===== config.mk =====
export PLATFORM = sky130hd
export DESIGN_NAME = csa_accum_seq
export DESIGN_NICKNAME = d
export VERILOG_FILES = /design/src/rtl/csa_seq_pkg.sv /design/src/rtl/csa_6to3.sv /design/src/rtl/csa_accum_seq.sv
export SDC_FILE = /design/constraint.sdc
export NUM_CORES = 1
export LEC_CHECK = 0
export ABC_AREA = 1
export CAP_MARGIN = 20
export CORE_MARGIN = 8
export CORE_UTILIZATION = 60
export CTS_BUF_LIST = sky130_fd_sc_hd__clkbuf_4 sky130_fd_sc_hd__clkbuf_8
export DETAILED_ROUTE_END_ITERATION = 10
export PLACE_DENSITY = 0.85
export SLEW_MARGIN = 5
export SYNTH_ARGS = -nofsm -noshare
export SYNTH_HDL_FRONTEND = slang
export SYNTH_SLANG_ARGS = --single-unit

===== constraint.sdc =====
create_clock -name clk -period 14.6 [get_ports clk]
set_clock_uncertainty 0.05 [all_clocks]
set_input_delay 2.92 -clock clk [delete_from_list [all_inputs] [get_ports clk]]
set_output_delay 2.92 -clock clk [all_outputs]
set_load 0.05 [all_outputs]

===== src/rtl/csa_seq_pkg.sv =====
// Shared types and helpers for the carry-save accumulation sequencer.
// Lane count and the per-beat lane-limit function live here for reuse by the top.
package csa_seq_pkg;

    typedef enum logic [1:0] {
        IDLE    = 2'd0,
        ACCUM   = 2'd1,
        RESOLVE = 2'd2,
        OUT     = 2'd3
    } state_t;

    localparam int LANES = 3;

    function automatic int unsigned min_lanes(input int unsigned remaining);
        return (remaining < LANES) ? remaining : LANES;
    endfunction

endpackage


===== src/rtl/csa_6to3.sv =====
// 6:3 carry-save compressor: per bit column, a population count of the N inputs
// is split into sum (weight 1), middle (weight 2) and carry (weight 4) vectors.
module csa_6to3 #(
    parameter int K = 32,
    parameter int N = 6
) (
    input  logic [N*K-1:0] in_flat,
    output logic [K-1:0]   c,
    output logic [K-1:0]   o,
    output logic [K-1:0]   s
);

    // Column counts fit in 3 bits because N never exceeds 7.
    logic [K-1:0] col_b0;
    logic [K-1:0] col_b1;
    logic [K-1:0] col_b2;

    always_comb begin
        logic [2:0] cnt;
        cnt    = '0;
        col_b0 = '0;
        col_b1 = '0;
        col_b2 = '0;
        for (int i = 0; i < K; i++) begin
            cnt = '0;
            for (int j = 0; j < N; j++) begin
                cnt = cnt + {2'b00, in_flat[j*K+i]};
            end
            col_b0[i] = cnt[0];
            col_b1[i] = cnt[1];
            col_b2[i] = cnt[2];
        end
    end

    // Higher-weight vectors are pre-shifted; bits shifted past the top are dropped (mod 2^K).
    assign s = col_b0;
    assign o = {col_b1[K-2:0], 1'b0};
    assign c = {col_b2[K-3:0], 2'b00};

endmodule


===== src/rtl/csa_accum_seq.sv =====
// Streaming multi-operand accumulator: up to three operands per beat are folded
// into a redundant (c,o,s) state, then resolved with one carry-propagate add.
module csa_accum_seq
    import csa_seq_pkg::*;
#(
    parameter  int K       = 32,
    parameter  int MAX_OPS = 64,
    localparam int W       = K + $clog2(MAX_OPS),
    localparam int CNT_W   = $clog2(MAX_OPS + 1)
) (
    input  logic             clk,
    input  logic             rst,
    input  logic             start,
    input  logic [CNT_W-1:0] num_ops,
    output logic             busy,
    input  logic             in_valid,
    output logic             in_ready,
    input  logic [3*K-1:0]   in_data,
    output logic             out_valid,
    input  logic             out_ready,
    output logic [W-1:0]     out_sum
);

    state_t           state;
    logic [W-1:0]     c_q, o_q, s_q;
    logic [W-1:0]     c_d, o_d, s_d;
    logic [CNT_W-1:0] remaining;
    logic [CNT_W-1:0] start_cnt;
    logic [1:0]       n_lanes;
    logic [K-1:0]     lane0, lane1, lane2;
    logic [6*W-1:0]   csa_in;

    // Control outputs come straight from the state register.
    assign busy      = (state != IDLE);
    assign in_ready  = (state == ACCUM);
    assign out_valid = (state == OUT);

    assign start_cnt = (num_ops > CNT_W'(MAX_OPS)) ? CNT_W'(MAX_OPS) : num_ops;
    assign n_lanes   = 2'(min_lanes(32'(remaining)));

    // Lanes beyond the operands still owed by this job contribute nothing.
    assign lane0 = (n_lanes > 2'd0) ? in_data[K-1:0]     : '0;
    assign lane1 = (n_lanes > 2'd1) ? in_data[2*K-1:K]   : '0;
    assign lane2 = (n_lanes > 2'd2) ? in_data[3*K-1:2*K] : '0;

    assign csa_in = {W'(lane2), W'(lane1), W'(lane0), c_q, o_q, s_q};

    csa_6to3 #(
        .K (W),
        .N (6)
    ) u_csa (
        .in_flat (csa_in),
        .c       (c_d),
        .o       (o_d),
        .s       (s_d)
    );

    always_ff @(posedge clk or posedge rst) begin
        if (rst) begin
            state     <= IDLE;
            c_q       <= '0;
            o_q       <= '0;
            s_q       <= '0;
            remaining <= '0;
            out_sum   <= '0;
        end else begin
            case (state)
                IDLE: begin
                    if (start) begin
                        c_q       <= '0;
                        o_q       <= '0;
                        s_q       <= '0;
                        remaining <= start_cnt;
                        state     <= (start_cnt == '0) ? RESOLVE : ACCUM;
                    end
                end
                ACCUM: begin
                    if (in_valid) begin
                        c_q       <= c_d;
                        o_q       <= o_d;
                        s_q       <= s_d;
                        remaining <= remaining - CNT_W'(n_lanes);
                        if (remaining <= CNT_W'(LANES)) begin
                            state <= RESOLVE;
                        end
                    end
                end
                RESOLVE: begin
                    out_sum <= c_q + o_q + s_q;
                    state   <= OUT;
                end
                OUT: begin
                    if (out_ready) begin
                        state <= IDLE;
                    end
                end
                default: state <= IDLE;
            endcase
        end
    end

endmodule


# Yosys cells after proc, flatten, opt, wreduce, memory -nomap -nowiden
# Cells that the tools add are included.
dict set report totals {
  inputBits 108
  reg_bits 161
  word_cells 221
  output_inout_bits 41
}
dict set report op_classes {
  n_reduce_logical 6
  magnitude_cmp 6
  muxes 21
  addsub 175
  eq_ne 7
}
# operator count
set ops {}
lappend ops {{3-bit by 1-bit adder with 3-bit output} 132}
lappend ops {{38-bit one-hot mux with 2 select lines} 3}
lappend ops {{38-bit 2-to-1 mux} 4}
lappend ops {{32-bit 2-to-1 mux} 3}
lappend ops {{38-bit adder} 2}
lappend ops {{1-bit by 1-bit adder with 2-bit output} 37}
lappend ops {{7-bit 2-to-1 mux} 3}
lappend ops {{7-bit one-hot mux with 2 select lines} 1}
lappend ops {{2-bit 2-to-1 mux} 6}
lappend ops {{2-bit one-hot mux with 4 select lines} 1}
lappend ops {{7-bit greater-than comparator, second input constant} 1}
lappend ops {{7-bit by 2-bit less-or-equal comparator with 1-bit output, second input constant} 1}
lappend ops {{7-bit logical NOT} 1}
lappend ops {{7-bit by 2-bit less-than comparator with 1-bit output, second input constant} 1}
lappend ops {{7-bit by 2-bit subtractor with 7-bit output} 1}
lappend ops {{2-bit == test, second input constant} 2}
lappend ops {{2-bit by 1-bit greater-than comparator with 1-bit output, second input constant} 2}
lappend ops {{2-bit by 1-bit != test with 1-bit output, second input constant} 2}
lappend ops {{2-bit != test, second input constant} 2}
lappend ops {{4-bit AND reduction} 1}
lappend ops {{2-bit nonzero test} 2}
lappend ops {{3-bit AND reduction} 1}
lappend ops {{1-bit adder} 2}
lappend ops {{2-bit by 1-bit adder with 2-bit output} 1}
lappend ops {{other kinds (3)} 3}

# Logic depth before layout (Yosys ltp)
dict set report depth {
  depth_word 9
  depth_mapped 18
}

# By module
# A second synthesis with hierarchy kept.
dict set report hier_totals {
  cells_unflattened 1895
  hier_area_um2 14236.2
}
# mod cells_per_inst n_inst area_each_um2 seq_area_each_um2
set by_module_without_submodules {}
lappend by_module_without_submodules {csa_accum_seq 1482 1 10536.4 4028.9}
lappend by_module_without_submodules {csa_6to3 413 1 3699.8 0.0}

# Worst setup path before layout
# OpenSTA, ideal clock, no wires.
dict set report synth_path {
  path_kind {in2reg}
  from {input in_data[41]}
  to {register o_q[10]}
  stages 7
  t_arrival_ps 4477
  setup_slack_ps 9943
  n_path_buf 0
  cell_sequence {inv_1 -> nor2_1 -> fa_1 -> inv_1 -> fa_1 -> fa_1 -> o21ai_0}
}
dict set report synth_via {
  elab_chain_len 5
}
# item line_no
set synth_rtl {}
lappend synth_rtl {{from (decl)} csa_accum_seq.sv:18} ;# input logic [3*K-1:0] in_data,
lappend synth_rtl {{32-bit 2-to-1 mux} csa_accum_seq.sv:43} ;# assign lane1 = (n_lanes > 2'd1) ? in_data[2*K-1:K] : '0;
lappend synth_rtl {{3-bit by 1-bit adder with 3-bit output (2 in a row)} csa_6to3.sv:27} ;# cnt = cnt + {2'b00, in_flat[j*K+i]};
lappend synth_rtl {{38-bit 2-to-1 mux} csa_accum_seq.sv:78} ;# if (in_valid) begin
lappend synth_rtl {{38-bit one-hot mux with 2 select lines} csa_accum_seq.sv:67} ;# case (state)
lappend synth_rtl {{to (signal assigned)} csa_accum_seq.sv:62} ;# o_q <= '0;
lappend synth_rtl {{to (signal assigned)} csa_accum_seq.sv:71} ;# o_q <= '0;
lappend synth_rtl {{to (signal assigned)} csa_accum_seq.sv:80} ;# o_q <= o_d;
lappend synth_rtl {{to (decl)} csa_accum_seq.sv:25} ;# logic [W-1:0] c_q, o_q, s_q;
# Every way passes these cells. The select of a mux whose other input is x is not followed.
# A chain may end at the register's enable or synchronous reset.

# Final worst setup path
dict set report layout_path {
  from {register state[0]}
  to {output busy}
}
dict set report layout_via {
  elab_chain_len 1
}
# item line_no
set layout_rtl {}
lappend layout_rtl {{from (decl)} csa_accum_seq.sv:24} ;# state_t state;
lappend layout_rtl {{from (signal assigned)} csa_accum_seq.sv:74} ;# state <= (start_cnt == '0) ? RESOLVE : ACCUM;
lappend layout_rtl {{2-bit nonzero test} csa_accum_seq.sv:34} ;# assign busy = (state != IDLE);
lappend layout_rtl {{to (decl)} csa_accum_seq.sv:15} ;# output logic busy,
# Every way passes these cells.

==> results list <==
- Among all flip-flop cells after synthesis, the most frequent one is sky130_fd_sc_hd__dfrtp_1.
* PwrDens: 224 nW/µm²
- The run finished with clean final reports.
* Maximum number of pins on one net before global-route repair: 113
- The analysis attributes to cell leakage a power of 7.49 nW.
- Measured along the x axis, the die boundary spans 160 µm.
- The clock passes through at most 2 buffers.
* Layout area overhead: 16.9%
- Counting every net in the synthesized netlist gives 1843.
- Die extent in y: 160 µm
- Share of the clock period used by the worst path after layout: 34.9%
- The worst path meets setup with 9.50 ns of slack.
* Residual overflow from global routing: 0
- Counting instances, the worst hold path has a depth of 2.
- After synthesis the netlist holds a flip-flop and latch count of 158.
- For this run, design rule violations remaining after detail routing come to 0.
- Resized cells post-CTS: 0
- The total count of hold-check failures in the final report came to 0.
* Top cell type's share of synthesized area: 31.7%
- The largest single stage delay on the critical path is 0.80 ns.
- Number of maximum-capacitance violations: 0
- Global routing usage on met1: 36.1%
* Transition at the pin with the smallest max-transition slack: 0.923 ns
- Before CTS, the worst setup slack after placement is 9.00 ns.
- Gr busiest metal: met2
* Worst max-slew margin expressed relative to the limit: 38.5%
- For the worst flop-to-flop path, the logic depth is 10.
- Classification of the worst-slack hold path: reg2reg
- Average routed wire per standard cell: 16.5 µm
- Setup Viol. Count Final: 0
- Die Area: 25700 µm²
- Summed over all layers, the routed wires come to 31.9 mm.
- Mapped cell area: 12500 µm²
- Wire length of the first global-routing pass: 54.1 mm
* Nature of the critical path startpoint: flop
* Vias in the first global route: 10900
- The detail route stage leaves a number of antenna-violating nets equal to 0.
* Initial antenna violation count: 0
- Most common cell in the netlist: sky130_fd_sc_hd__nand2_1
- Total CTS buffers: 17
- The slowest stage of the critical path is the sky130_fd_sc_hd__clkdlybuf4s50_1 cell.
- Data arrival time of the critical path: 2.13 ns
- Post-CTS timing repair inserted 0 buffers for setup.
* Largest area contributor in the synthesized netlist: sky130_fd_sc_hd__dfrtp_1
- Synthesis produced a netlist whose cell count is 1519.
- Setup slack on the worst reg-to-reg path comes out at 11.03 ns.
* Critical path class: reg2out
- Critical path fanouts, max: 4
- Routability-driven placement finished with a final weighted congestion of 0.906.
- Top area cells in the synthesized netlist: sky130_fd_sc_hd__dfrtp_1 32%, sky130_fd_sc_hd__fa_1 21%, sky130_fd_sc_hd__nand2_1 13%, sky130_fd_sc_hd__ha_1 8.7%, sky130_fd_sc_hd__inv_1 7.4%
- TritonCTS clock tree: done
- Hold buffer count at cts: 0
- After detailed routing, the number of vias per cell comes to 5.39.
- Walking the worst path, the cells encountered are inv_1 -> ha_1 -> inv_1 -> clkdlybuf4s50_1.
- For this design the top-level I/O count stands at 149.
- CP required: 11.63 ns
- After layout, the minimum clock period comes to 5.10 ns.
- Final antenna diode count: 0
- Global routing used 25.9% of the available tracks.
* Cell types with the highest counts after synthesis: 444 x sky130_fd_sc_hd__nand2_1, 247 x sky130_fd_sc_hd__inv_1, 158 x sky130_fd_sc_hd__dfrtp_1
* Syn_area_per_cell: 8.22 µm²
* Clock insertion delay at the later pin of the skew report: 0.47 ns
- Post-CTS clock slew at the launch and capture registers of the worst setup and hold paths: 0.09 ns
- Timing would allow up to 196 MHz.
- Number of synthesized flops with an enable pin: 0
- Number of distinct standard cells referenced by the synthesized netlist: 34
- Of all flip-flops after synthesis, the portion carrying an async set or reset was 100%.
- Detailed routing inserted a total of 10400 vias.
* RSZ-0062 raised after global routing: false
* Number of levels in the clock H-tree: 4
* Starting DRT DRC Count: 731
* Fraction of final layout cells sized beyond drive strength 1: 3.06%
* Clock Sink Count: 158
- After legalization and detailed placement, the total HPWL measured 25.0 mm.
- Final max-slew violation count: 0
- Row generation in the floorplan step produced 52 rows.
- For met2 alone, demand over resource in global routing was 40.4%.
- Initial core utilization: 61.3%
- The filler cells instantiated in the layout total 1605.
- In this run the clock root is driven by a sky130_fd_sc_hd__clkbuf_8.
* Maximum vdd ir drop: 0.000272 V
- Post-synthesis sequential area ratio: 31.7%
- Most common cell on crit path: sky130_fd_sc_hd__inv_1
- Core area: 20400 µm²
- Setup total negative slack on the finished layout was measured at 0 ns.
- After the last flow step, the layout net total stands at 1976.
- Count of buffers from port buffering: 148
- Crit path capture type: output port
- Global routing used 5.32% of the available met3 tracks.
- The first detailed-routing pass ran for 6 iterations.
- Total of warnings raised by yosys: 0
## metal layers
layer,wire [µm],up-vias,share of wire (%)
met3,2190,56,6.9
met5,0,-,0
met1,14600,5054,46
met4,648,0,2.0
met2,14500,366,45
li1,-,4959,-
## cell usage in the layout, fill, tap and decap left out, drive strengths merged, types with 3 or more instances in the layout
cell and count:
o21ai 150, xor2 3, fa 129, nand4 5
buf 10, nand3 69, inv 259, dfrtp 158
nor3 9, clkbuf 17, clkdlybuf4s50 148, clkinv 3
nand2 445, o21bai 3, ha 87, a21oi 41
nor2 96, xnor2 17
## worst paths after layout
path	to	startpoint
worst max-delay path	busy	state[0]$_DFFE_PP0P_
worst min-delay path	out_sum[0]$_DFFE_PP0P_	out_sum[0]$_DFFE_PP0P_
worst max register to register	o_q[21]$_DFFE_PP0P_	remaining[4]$_DFFE_PP0P_
worst min register to register	out_sum[0]$_DFFE_PP0P_	out_sum[0]$_DFFE_PP0P_
max in group asynchronous	s_q[32]$_DFFE_PP0P_	rst
min in group asynchronous	out_sum[36]$_DFFE_PP0P_	rst
## registers in the layout, indices dropped and copies added (netlist names)
register	flops
out_sum	38
state	2
o_q	37
remaining	7
s_q	38
c_q	36
## through the flow
| step | std cells | power, mW | util, % | cell area (µm²) | hold slack, ns |
|---|---|---|---|---|---|
| 2_1_floorplan | 1519 | 2.26 | - | 12500 | 0.396 |
| 3_3_place_gp | 1902 | 2.80 | 69.6 | 14200 | 0.411 |
| 3_5_place_dp | 1902 | 2.89 | 69.6 | 14200 | 0.417 |
| 4_1_cts | 1934 | 3.26 | 71.6 | 14600 | 0.440 |
| 5_1_grt | 1935 | 3.62 | 71.7 | 14600 | 0.466 |
| 6_report | 1935 | 3.27 | 71.7 | 14600 | 0.437 |
## cells by family after synthesis
family,count (synthesis),synth area share (%)
AOI/OAI and AO/OA,201,8.30
xor gates and xnor gates,20,1.40
adders and majority gates,216,29.4
buffers and inverters,294,9.25
DFF,158,31.7
and+or+nand+nor,630,20.0
## worst max-delay path, delay by kind of cell, from the launching register on
kind	cells	cell delay [ns]
fa+ha+maj	1	0.26
buf+inv	3	0.99
flops	1	0.41
## area by class of cell
class / instances / area, µm² / share of cell area [%]
clock buffers: 17 / 234 / 1.60
clock inverters: 15 / 175 / 1.20
inverters: 250 / 943 / 6.46
multi-input cells: 1067 / 7390 / 50.6
flip-flops and latches: 158 / 3950 / 27.1
well taps: 270 / 338 / 2.31
repair buffers: 158 / 1570 / 10.7
## where the power goes
| group | internal, mW | switching [mW] |
|---|---|---|
| Sequential | 0.600 | 0.166 |
| Combinational | 0.774 | 1.38 |
| Clock | 0.159 | 0.190 |
| Total | 1.53 | 1.73 |
No activity file was read; power rests on OpenSTA's default activity.
